<file path="config.mk">
export PLATFORM = sky130hd
export DESIGN_NAME = fifo_wr_arbiter_flat
export DESIGN_NICKNAME = d
export VERILOG_FILES = /design/src/rtl/fifo_wr_arbiter_if.sv /design/src/rtl/fifo_wr_arbiter.sv /design/src/flat_wrapper.sv
export SDC_FILE = /design/constraint.sdc
export NUM_CORES = 1
export LEC_CHECK = 0
export CORE_MARGIN = 2
export CORE_UTILIZATION = 47
export DETAILED_ROUTE_END_ITERATION = 10
export GPL_TIMING_DRIVEN = 0
export HOLD_SLACK_MARGIN = 0.03
export PLACE_DENSITY = 0.8
export SLEW_MARGIN = 20
export SYNTH_ARGS = -nofsm -noshare
export SYNTH_HDL_FRONTEND = slang
export SYNTH_SLANG_ARGS = --single-unit
</file>
<file path="constraint.sdc">
create_clock -name clk -period 2.3 [get_ports clk]
set_input_delay 0.23 -clock clk [delete_from_list [all_inputs] [get_ports clk]]
set_output_delay 0.23 -clock clk [all_outputs]
set_load 0.005 [all_outputs]
</file>
<file path="src/rtl/fifo_wr_arbiter_if.sv">
// Write-arbiter bus: requester side (req/req_data), FIFO side (fifo_*), and grant status.
// The master modport is the arbiter; the slave modport is whatever drives the requests and FIFO flag.
interface fifo_wr_arbiter_if #(
    parameter int DATA_WIDTH = 4,
    parameter int NUM_REQ    = 4
);
    logic [NUM_REQ-1:0]            req;
    logic [NUM_REQ*DATA_WIDTH-1:0] req_data;
    logic                          fifo_full;
    logic [NUM_REQ-1:0]            gnt;
    logic                          fifo_wr_en;
    logic [DATA_WIDTH-1:0]         fifo_data;
    logic                          busy;

    modport master (
        input  req, req_data, fifo_full,
        output gnt, fifo_wr_en, fifo_data, busy
    );

    modport slave (
        output req, req_data, fifo_full,
        input  gnt, fifo_wr_en, fifo_data, busy
    );
endinterface

</file>
<file path="src/rtl/fifo_wr_arbiter.sv">
// Round-robin arbiter granting one requester at a time a burst of up to BURST_LEN FIFO writes.
// Every grant is followed by an IDLE cycle, and the search pointer moves past the last owner.
module fifo_wr_arbiter #(
    parameter int DATA_WIDTH = 4,
    parameter int NUM_REQ    = 4,
    parameter int BURST_LEN  = 2
) (
    input  logic               clk,
    input  logic               reset,
    fifo_wr_arbiter_if.master  bus
);
    localparam int PTR_W = (NUM_REQ > 1) ? $clog2(NUM_REQ) : 1;

    typedef enum logic {
        IDLE  = 1'b0,
        GRANT = 1'b1
    } state_t;

    state_t               state_q, state_d;
    logic [NUM_REQ-1:0]   gnt_q, gnt_d;
    logic [PTR_W-1:0]     rr_ptr_q, rr_ptr_d;
    logic [PTR_W-1:0]     owner_q, owner_d;
    logic [3:0]           burst_cnt_q, burst_cnt_d;
    logic                 busy_q, busy_d;

    logic                  xfer_s;
    logic [PTR_W-1:0]      pick_s;
    logic [PTR_W-1:0]      next_ptr_s;
    logic [DATA_WIDTH-1:0] owner_data_s;

    // First requester with req high, scanning upward from start with wrap-around.
    function automatic logic [PTR_W-1:0] first_from(input logic [NUM_REQ-1:0] r,
                                                    input logic [PTR_W-1:0]   start);
        logic [PTR_W-1:0] idx;
        logic [PTR_W-1:0] sel;
        logic             found;
        idx   = start;
        sel   = '0;
        found = 1'b0;
        for (int i = 0; i < NUM_REQ; i++) begin
            sel   = (!found && r[idx]) ? idx : sel;
            found = found | r[idx];
            idx   = (idx == PTR_W'(NUM_REQ - 1)) ? '0 : idx + PTR_W'(1);
        end
        return sel;
    endfunction

    assign pick_s     = first_from(bus.req, rr_ptr_q);
    assign next_ptr_s = (owner_q == PTR_W'(NUM_REQ - 1)) ? '0 : owner_q + PTR_W'(1);
    assign xfer_s     = (state_q == GRANT) && bus.req[owner_q] && !bus.fifo_full;

    // Select the owner's data word with constant slice bounds.
    always_comb begin
        owner_data_s = '0;
        for (int i = 0; i < NUM_REQ; i++) begin
            owner_data_s = (owner_q == PTR_W'(i)) ? bus.req_data[i*DATA_WIDTH +: DATA_WIDTH]
                                                 : owner_data_s;
        end
    end

    // Next-state logic for the IDLE/GRANT controller.
    always_comb begin
        state_d     = state_q;
        gnt_d       = gnt_q;
        rr_ptr_d    = rr_ptr_q;
        owner_d     = owner_q;
        burst_cnt_d = burst_cnt_q;
        busy_d      = busy_q;
        case (state_q)
            IDLE: begin
                if (|bus.req) begin
                    state_d     = GRANT;
                    owner_d     = pick_s;
                    gnt_d       = NUM_REQ'(1) << pick_s;
                    burst_cnt_d = 4'd0;
                    busy_d      = 1'b1;
                end else begin
                    gnt_d  = '0;
                    busy_d = 1'b0;
                end
            end
            GRANT: begin
                // Dropped request and final beat both release the grant the same way.
                if (!bus.req[owner_q] ||
                    (xfer_s && (burst_cnt_q == 4'(BURST_LEN - 1)))) begin
                    state_d     = IDLE;
                    gnt_d       = '0;
                    busy_d      = 1'b0;
                    rr_ptr_d    = next_ptr_s;
                    burst_cnt_d = xfer_s ? burst_cnt_q + 4'd1 : burst_cnt_q;
                end else if (xfer_s) begin
                    burst_cnt_d = burst_cnt_q + 4'd1;
                end else begin
                    burst_cnt_d = burst_cnt_q;
                end
            end
            default: begin
                state_d = IDLE;
                gnt_d   = '0;
                busy_d  = 1'b0;
            end
        endcase
    end

    // Controller state registers, cleared asynchronously by reset.
    always_ff @(posedge clk or posedge reset) begin
        if (reset) begin
            state_q     <= IDLE;
            gnt_q       <= '0;
            rr_ptr_q    <= '0;
            owner_q     <= '0;
            burst_cnt_q <= 4'd0;
            busy_q      <= 1'b0;
        end else begin
            state_q     <= state_d;
            gnt_q       <= gnt_d;
            rr_ptr_q    <= rr_ptr_d;
            owner_q     <= owner_d;
            burst_cnt_q <= burst_cnt_d;
            busy_q      <= busy_d;
        end
    end

    assign bus.gnt        = gnt_q;
    assign bus.busy       = busy_q;
    assign bus.fifo_wr_en = xfer_s;
    assign bus.fifo_data  = (state_q == GRANT) ? owner_data_s : '0;
endmodule

</file>
<file path="src/flat_wrapper.sv">
// flat-port wrapper written by rule: the top's interface ports become plain ports
module fifo_wr_arbiter_flat 
#(
    parameter int DATA_WIDTH = 4,
    parameter int NUM_REQ    = 4,
    parameter int BURST_LEN  = 2
)
  (clk, reset, bus_req, bus_req_data, bus_fifo_full, bus_gnt, bus_fifo_wr_en, bus_fifo_data, bus_busy);
  fifo_wr_arbiter_if #(.DATA_WIDTH(DATA_WIDTH), .NUM_REQ(NUM_REQ)) bus_i ();
  input  logic clk;
  input  logic reset;
  input wire logic [$bits(bus_i.req)-1:0] bus_req;
  input wire logic [$bits(bus_i.req_data)-1:0] bus_req_data;
  input wire logic [$bits(bus_i.fifo_full)-1:0] bus_fifo_full;
  output wire logic [$bits(bus_i.gnt)-1:0] bus_gnt;
  output wire logic [$bits(bus_i.fifo_wr_en)-1:0] bus_fifo_wr_en;
  output wire logic [$bits(bus_i.fifo_data)-1:0] bus_fifo_data;
  output wire logic [$bits(bus_i.busy)-1:0] bus_busy;
  assign bus_i.req = bus_req;
  assign bus_i.req_data = bus_req_data;
  assign bus_i.fifo_full = bus_fifo_full;
  assign bus_gnt = bus_i.gnt;
  assign bus_fifo_wr_en = bus_i.fifo_wr_en;
  assign bus_fifo_data = bus_i.fifo_data;
  assign bus_busy = bus_i.busy;
  fifo_wr_arbiter #(.DATA_WIDTH(DATA_WIDTH), .NUM_REQ(NUM_REQ), .BURST_LEN(BURST_LEN)) u_core (.clk(clk), .reset(reset), .bus(bus_i));
endmodule
</file>
==> results of run 1 <==
power by group:
| part | internal [mW] | leakage (nW) | total, mW | switching [mW] |
|---|---|---|---|---|
| Combinational | 0.641 | 0.504 | 1.28 | 0.639 |
| Clock | 0.0965 | 0.0210 | 0.184 | 0.0874 |
| Sequential | 0.342 | 0.177 | 0.446 | 0.105 |
| Total | 1.08 | 0.702 | 1.91 | 0.831 |
flip-flops by register name (all words and copies together), names as in the netlist:
signal / cells
u_core.burst_cnt_q: 4
u_core.bus.gnt: 4
u_core.owner_q: 2
u_core.rr_ptr_q: 2
u_core.bus.busy: 1
u_core.state_q: 1
through the flow:
| stage | hold slack [ns] | instance area [µm²] | util |
|---|---|---|---|
| floorplan | 0.119 | 1120 | - |
| global placement | 0.468 | 1450 | 0.651 |
| detailed placement | 0.469 | 1450 | 0.651 |
| CTS | 0.300 | 1510 | 0.677 |
| global route | 0.332 | 1570 | 0.703 |
| finish | 0.277 | 1570 | 0.703 |
per-layer routing:
layer,global-route usage,vias up,wire length (µm)
met5,0,-,0
met4,0.0897,0,48
met3,0.0229,6,147
met2,0.423,41,1610
met1,0.268,541,1220
li1,-,535,-
placed cells by master, fill, tap and decap left out, types with 2 or more instances in the layout:
| master | n |
|---|---|
| inv_2 | 2 |
| mux2i_1 | 2 |
| dlymetal6s2s_1 | 5 |
| nor2_1 | 11 |
| o21ai_0 | 4 |
| a221oi_2 | 2 |
| ha_1 | 3 |
| buf_4 | 5 |
| nor3_1 | 8 |
| nand4_1 | 2 |
| dfrtp_1 | 12 |
| nand2_1 | 18 |
| buf_2 | 2 |
| nor2b_1 | 5 |
| o21ai_1 | 5 |
| mux2_2 | 2 |
| xor2_1 | 2 |
| inv_1 | 6 |
| a21oi_1 | 4 |
| clkbuf_4 | 3 |
| dfrtp_2 | 2 |
| mux2_1 | 2 |
| ha_2 | 3 |
| clkdlybuf4s50_1 | 24 |
path summary, 6_finish.rpt:
check / from / endpoint / cells after the start
max in group asynchronous: reset / u_core.owner_q[0]$_DFFE_PP0P_ / 2
hold reg to reg: u_core.bus.gnt[3]$_DFFE_PP0P_ / u_core.bus.gnt[3]$_DFFE_PP0P_ / 2
setup reg to reg: u_core.rr_ptr_q[1]$_DFFE_PP0P_ / u_core.bus.gnt[0]$_DFFE_PP0P_ / 6
min in group clk: bus_req[2] / u_core.bus.gnt[1]$_DFFE_PP0P_ / 4
setup / recovery: u_core.owner_q[0]$_DFFE_PP0P_ / bus_fifo_data[0] / 9
hold / removal: reset / u_core.bus.busy$_DFFE_PP0P_ / 2
what timing repair did:
item / in CTS / in global routing
hold buffers: 0 / 0
buffers inserted: 3 / 1
resized for setup: 3 / 18
endpoints found under the setup margin: 5 / 4
pin swaps: 2 / 1
synth_stat cells (all sizes together), types with 2 or more instances:
master,n,area (µm²)
nand2,18,67.6
dfrtp,14,350
nor2,11,41.3
o21ai,9,45.0
inv,8,30.0
nor3,8,40.0
ha,7,87.6
nor2b,6,37.5
a21oi,5,25.0
buf,4,28.8
mux2,4,45.0
a221oi,3,26.3
mux2i,3,42.5
and2,2,13.8
nand4,2,12.5
nor3b,2,26.3
xor2,2,17.5
logic make-up after synthesis:
| logic type | Yosys count | synth area share |
|---|---|---|
| and+or+nand+nor | 55 | 0.253 |
| adders and majority gates | 7 | 0.0783 |
| xor gates and xnor gates | 2 | 0.0157 |
| AOI/OAI and AO/OA | 29 | 0.182 |
| muxes | 8 | 0.102 |
| buffers and inverters | 13 | 0.0559 |
| DFF | 14 | 0.313 |
final cells by class:
type	count	area, µm²
buffer	4	28.8
clock buffer	4	36.3
fill	185	663
inverter	8	30.0
multi-input combinational	101	746
sequential	14	353
tap	28	35.0
timing repair buffer	34	342
critical path: stages, from the launching register on:
cell	delay, ns
dfrtp_2	0.41
buf_4	0.13
inv_2	0.04
ha_2	0.19
nor2b_4	0.14
a221oi_1	0.33
nor3_1	0.08
a21oi_1	0.13
nor2_1	0.05
dlygate4sd2_1	0.27
==> results.sh, run 1 <==
export IMPL_status="finished clean"
export IMPL_skew_ns=0.00159
export IMPL_finalCritPeriodShare=0.985
export IMPL_rows=17
export IMPL_criticalPathCategory="flip-flop to primary output"
export IMPL_grt_pass1_wl_mm=4.67
export IMPL_core_area_um2=2230
export IMPL_vias_per_cell=5.82
export IMPL_ios=33
export IMPL_first_global_vias=1090
export IMPL_path_max_fanout=3
export IMPL_start_util=0.501
export IMPL_critPathCaptureType="primary output"
export IMPL_cts_root_buf="clkbuf_4"
export IMPL_globalRouteOverflowTotal=0
export IMPL_die_w_um=52.8
export IMPL_cts_tree="yes"
export IMPL_arrival_ns=2.04
export IMPL_r2r_slack_ns=0.22
export IMPL_tns_ns=0
export IMPL_dr_pass1_iters=4
export IMPL_max_clock_freq_mhz=441
export IMPL_numCtsBuffers=3
export IMPL_via_count=1123
export IMPL_postSynthCellCount=128
export IMPL_ys_types=44
export IMPL_synth_nets=158
export IMPL_power_static_leakage_nw=0.702
export IMPL_yosys_warnings=0
export IMPL_power_density_nw_per_um2=1220
export IMPL_place_inst=186
export IMPL_dp_slack_ns=-0.0311
export IMPL_power_mw=1.91
export IMPL_synth_edf_count=0
export IMPL_maxCapViolCount=0
export IMPL_syn_to_final_growth_pct=40.4
export IMPL_htree_num_levels=1
export IMPL_nets=196
export IMPL_gp_congestion=0.865
export IMPL_fin_cells=193
export IMPL_async_reset_ff_frac=1.00
export IMPL_finalMaxSlewViolations=0
export IMPL_ys_seq_area_frac=0.313
export IMPL_tightestPinTransition_ns=0.511
export IMPL_antenna_found_initial=0
export IMPL_crit_required_ns=2.07
export IMPL_io_buffers=30
export IMPL_startpoint_type="flip-flop"
export IMPL_postRouteAntennaNets=0
export IMPL_ir_worst_vdd_uv=837
export IMPL_diodes=0
export IMPL_clock_path_buffers=2
export IMPL_die_area_um2=2790
export IMPL_synth_seq_cells=14
export IMPL_relSlewSlack=0.651
export IMPL_fin_ws_ns=0.0347
export IMPL_cts_clk_slew_worst_paths_ns=0.09
export IMPL_wire_per_inst_um=15.7
export IMPL_die_y_um=52.8
export IMPL_clkLatencyLatePin_ns=0.29
export IMPL_hold_viol=0
export IMPL_grt_use_total=0.229
export IMPL_final_layout_size_suffix_gt1_frac=0.188
export IMPL_syn_cell_area_um2=1120
export IMPL_hpwl_mm=2.21
export IMPL_min_path_type="input pin to asynchronous set/reset pin"
export IMPL_drtIter0Drc=18
export IMPL_setup_viol=0
export IMPL_numClockSinks=14
export IMPL_drc=0
export IMPL_synthFlopType="dfrtp_1"
export IMPL_drt_wl_total_mm=3.03
export IMPL_fin_crit_ns=2.27
export IMPL_grt_max_degree=15
export IMPL_avgSynthCellArea_um2=8.74
Power figures use the tool's default switching activity.
==> run 2, diff against run 1 <==
- CORE_MARGIN: 2 -> 3
==> run 2 against run 1 <==
Effect of this change: global-route usage shrank 0.34 points; maximum frequency grew 2.7%; count of clock-buffer cells in the layout is the same; worst hold slack gained 0.0021 ns; largest cell class unchanged; clock power is essentially flat.
==> results.sh, run 2 (same netlist as run 1, synthesis figures left out) <==
export IMPL_status="finished clean"
export IMPL_rows=17
export IMPL_path_max_fanout=4
export IMPL_die_y_um=54.8
export IMPL_path_cells="buf_4 > mux4_2 > nor3b_4 > clkdlybuf4s50_1"
export IMPL_seq_power_share=0.242
export IMPL_combPwrFrac=0.659
export IMPL_arrival_ns=1.97
export IMPL_core_area_um2=2230
export IMPL_cts_tree="yes"
export IMPL_clkPwrFrac=0.098
export IMPL_die_area_um2=3000
export IMPL_r2r_slack_ns=0.35
export IMPL_numClockSinks=14
export IMPL_critPathCaptureType="primary output"
export IMPL_criticalPathCategory="flip-flop to primary output"
export IMPL_die_w_um=54.8
export IMPL_maxCapViolCount=0
export IMPL_power_mw=1.85
export IMPL_hold_buffers=0
export IMPL_final_cell_mix="clkdlybuf4s50_1, nand2_1, dfrtp_1"
export IMPL_globalRouteOverflowTotal=0
export IMPL_fin_crit_ns=2.20
export IMPL_clkLatencyLatePin_ns=0.29
export IMPL_rsz0062_at_grt="no"
export IMPL_startpoint="u_core.owner_q[0]$_DFFE_PP0P_"
export IMPL_hold_viol=0
export IMPL_grt_max_degree=15
export IMPL_syn_to_final_growth_pct=37.8
export IMPL_min_path_type="input pin to asynchronous set/reset pin"
export IMPL_crit_family="buffers and inverters"
export IMPL_grt_use_total=0.226
export IMPL_nets=196
export IMPL_p_sw_frac=0.434
export IMPL_cp_slowest_stage_delay_ns=0.53
export IMPL_tightestPinTransition_ns=0.541
export IMPL_cp_slowest_cell="mux4_2"
export IMPL_layout_commonest_cell="clkdlybuf4s50_1"
export IMPL_place_inst=186
export IMPL_hpwl_mm=2.23
export IMPL_internal_power_mw=1.05
export IMPL_relSlewSlack=0.639
export IMPL_worst_path_stages=4
export IMPL_first_global_vias=1105
export IMPL_max_clock_freq_mhz=454
export IMPL_wire_per_inst_um=14.9
export IMPL_diodes=0
export IMPL_hold_slack_ns=0.279
export IMPL_finalCritPeriodShare=0.959
export IMPL_r2r_start="u_core.rr_ptr_q[1]$_DFFE_PP0P_"
export IMPL_setup_viol=0
export IMPL_drt_wl_total_mm=2.88
export IMPL_drtIter0Drc=28
export IMPL_cts_clk_slew_worst_paths_ns=0.09
export IMPL_power_density_nw_per_um2=1200
export IMPL_power_static_leakage_nw=0.663
export IMPL_crit_required_ns=2.07
export IMPL_antenna_found_initial=0
export IMPL_final_layout_size_suffix_gt1_frac=0.164
export IMPL_dr_pass1_iters=4
export IMPL_numCtsBuffers=3
export IMPL_skew_ns=0.00902
export IMPL_netSwitchingPower_uw=804
export IMPL_cts_root_buf="clkbuf_4"
export IMPL_fin_cells=193
export IMPL_htree_num_levels=1
export IMPL_grt_pass1_wl_mm=4.89
export IMPL_vias_per_cell=5.75
export IMPL_crit_buf_inv=2
export IMPL_postRouteAntennaNets=0
export IMPL_ir_worst_vdd_uv=769
export IMPL_io_buffers=30
export IMPL_clock_path_buffers=2
export IMPL_r2r_cells=6
export IMPL_finalMaxSlewViolations=0
export IMPL_reg2reg_to="u_core.bus.gnt[0]$_DFFE_PP0P_"
export IMPL_via_count=1109
export IMPL_drc=0
export IMPL_start_util=0.501
export IMPL_ios=33
export IMPL_gp_congestion=0.818
export IMPL_cp_endpoint="bus_fifo_wr_en"
export IMPL_startpoint_type="flip-flop"
[run 2: final cells by class]
cell class,count,area [µm²]
buffer,4,28.8
fill,185,692
multi-input combinational,101,729
sequential,14,353
timing repair buffer,34,329
clock buffer,4,36.3
tap,28,35.0
inverter,8,30.0
[run 2: worst min-delay path by stage]
stage / startpoint / endpoint / slack, ns / depth (start not counted)
after floorplan: reset / u_core.burst_cnt_q[0]$_DFFE_PP0P_ / 0.12 / 1
after global placement: u_core.bus.busy$_DFFE_PP0P_ / u_core.bus.busy$_DFFE_PP0P_ / 0.47 / 2
after detailed placement: u_core.bus.busy$_DFFE_PP0P_ / u_core.bus.busy$_DFFE_PP0P_ / 0.47 / 2
after CTS: reset / u_core.bus.gnt[1]$_DFFE_PP0P_ / 0.29 / 2
after global routing: reset / u_core.bus.gnt[0]$_DFFE_PP0P_ / 0.32 / 2
final: reset / u_core.bus.gnt[1]$_DFFE_PP0P_ / 0.28 / 2
[run 2: power groups by stage]
stage	logic, mW	clock network (mW)	registers [mW]
2_1_floorplan	0.778	0	0.427
3_5_place_dp	1.14	0	0.452
3_3_place_gp	1.10	0	0.443
6_report	1.22	0.182	0.449
5_1_grt	1.35	0.198	0.466
4_1_cts	1.19	0.183	0.444
[run 2: timing repair]
| item | in CTS | in global routing |
|---|---|---|
| buffers inserted | 3 | 1 |
| gates resized for setup | 9 | 6 |
| cloned | 0 | 0 |
| pin swaps | 1 | 0 |
| endpoints found under the setup margin | 5 | 4 |
[run 2: through the flow]
step                      setup WS, ns  setup TNS (ns)  cell area [µm²]   util
after global routing           0.00103               0             1540  0.690
after global placement          0.0480               0             1450  0.651
after CTS                      -0.0309         -0.0309             1520  0.681
after floorplan                  0.585               0             1120      -
after detailed placement       -0.0137         -0.0137             1450  0.651
final                           0.0950               0             1540  0.690
[run 2: per-layer routing]
layer | vias up | track usage | wire length [µm]
met3 | 2 | 0.0327 | 111
li1 | 537 | - | -
met4 | 0 | 0.0498 | 19
met1 | 538 | 0.273 | 1220
met5 | - | 0 | 0
met2 | 32 | 0.415 | 1530
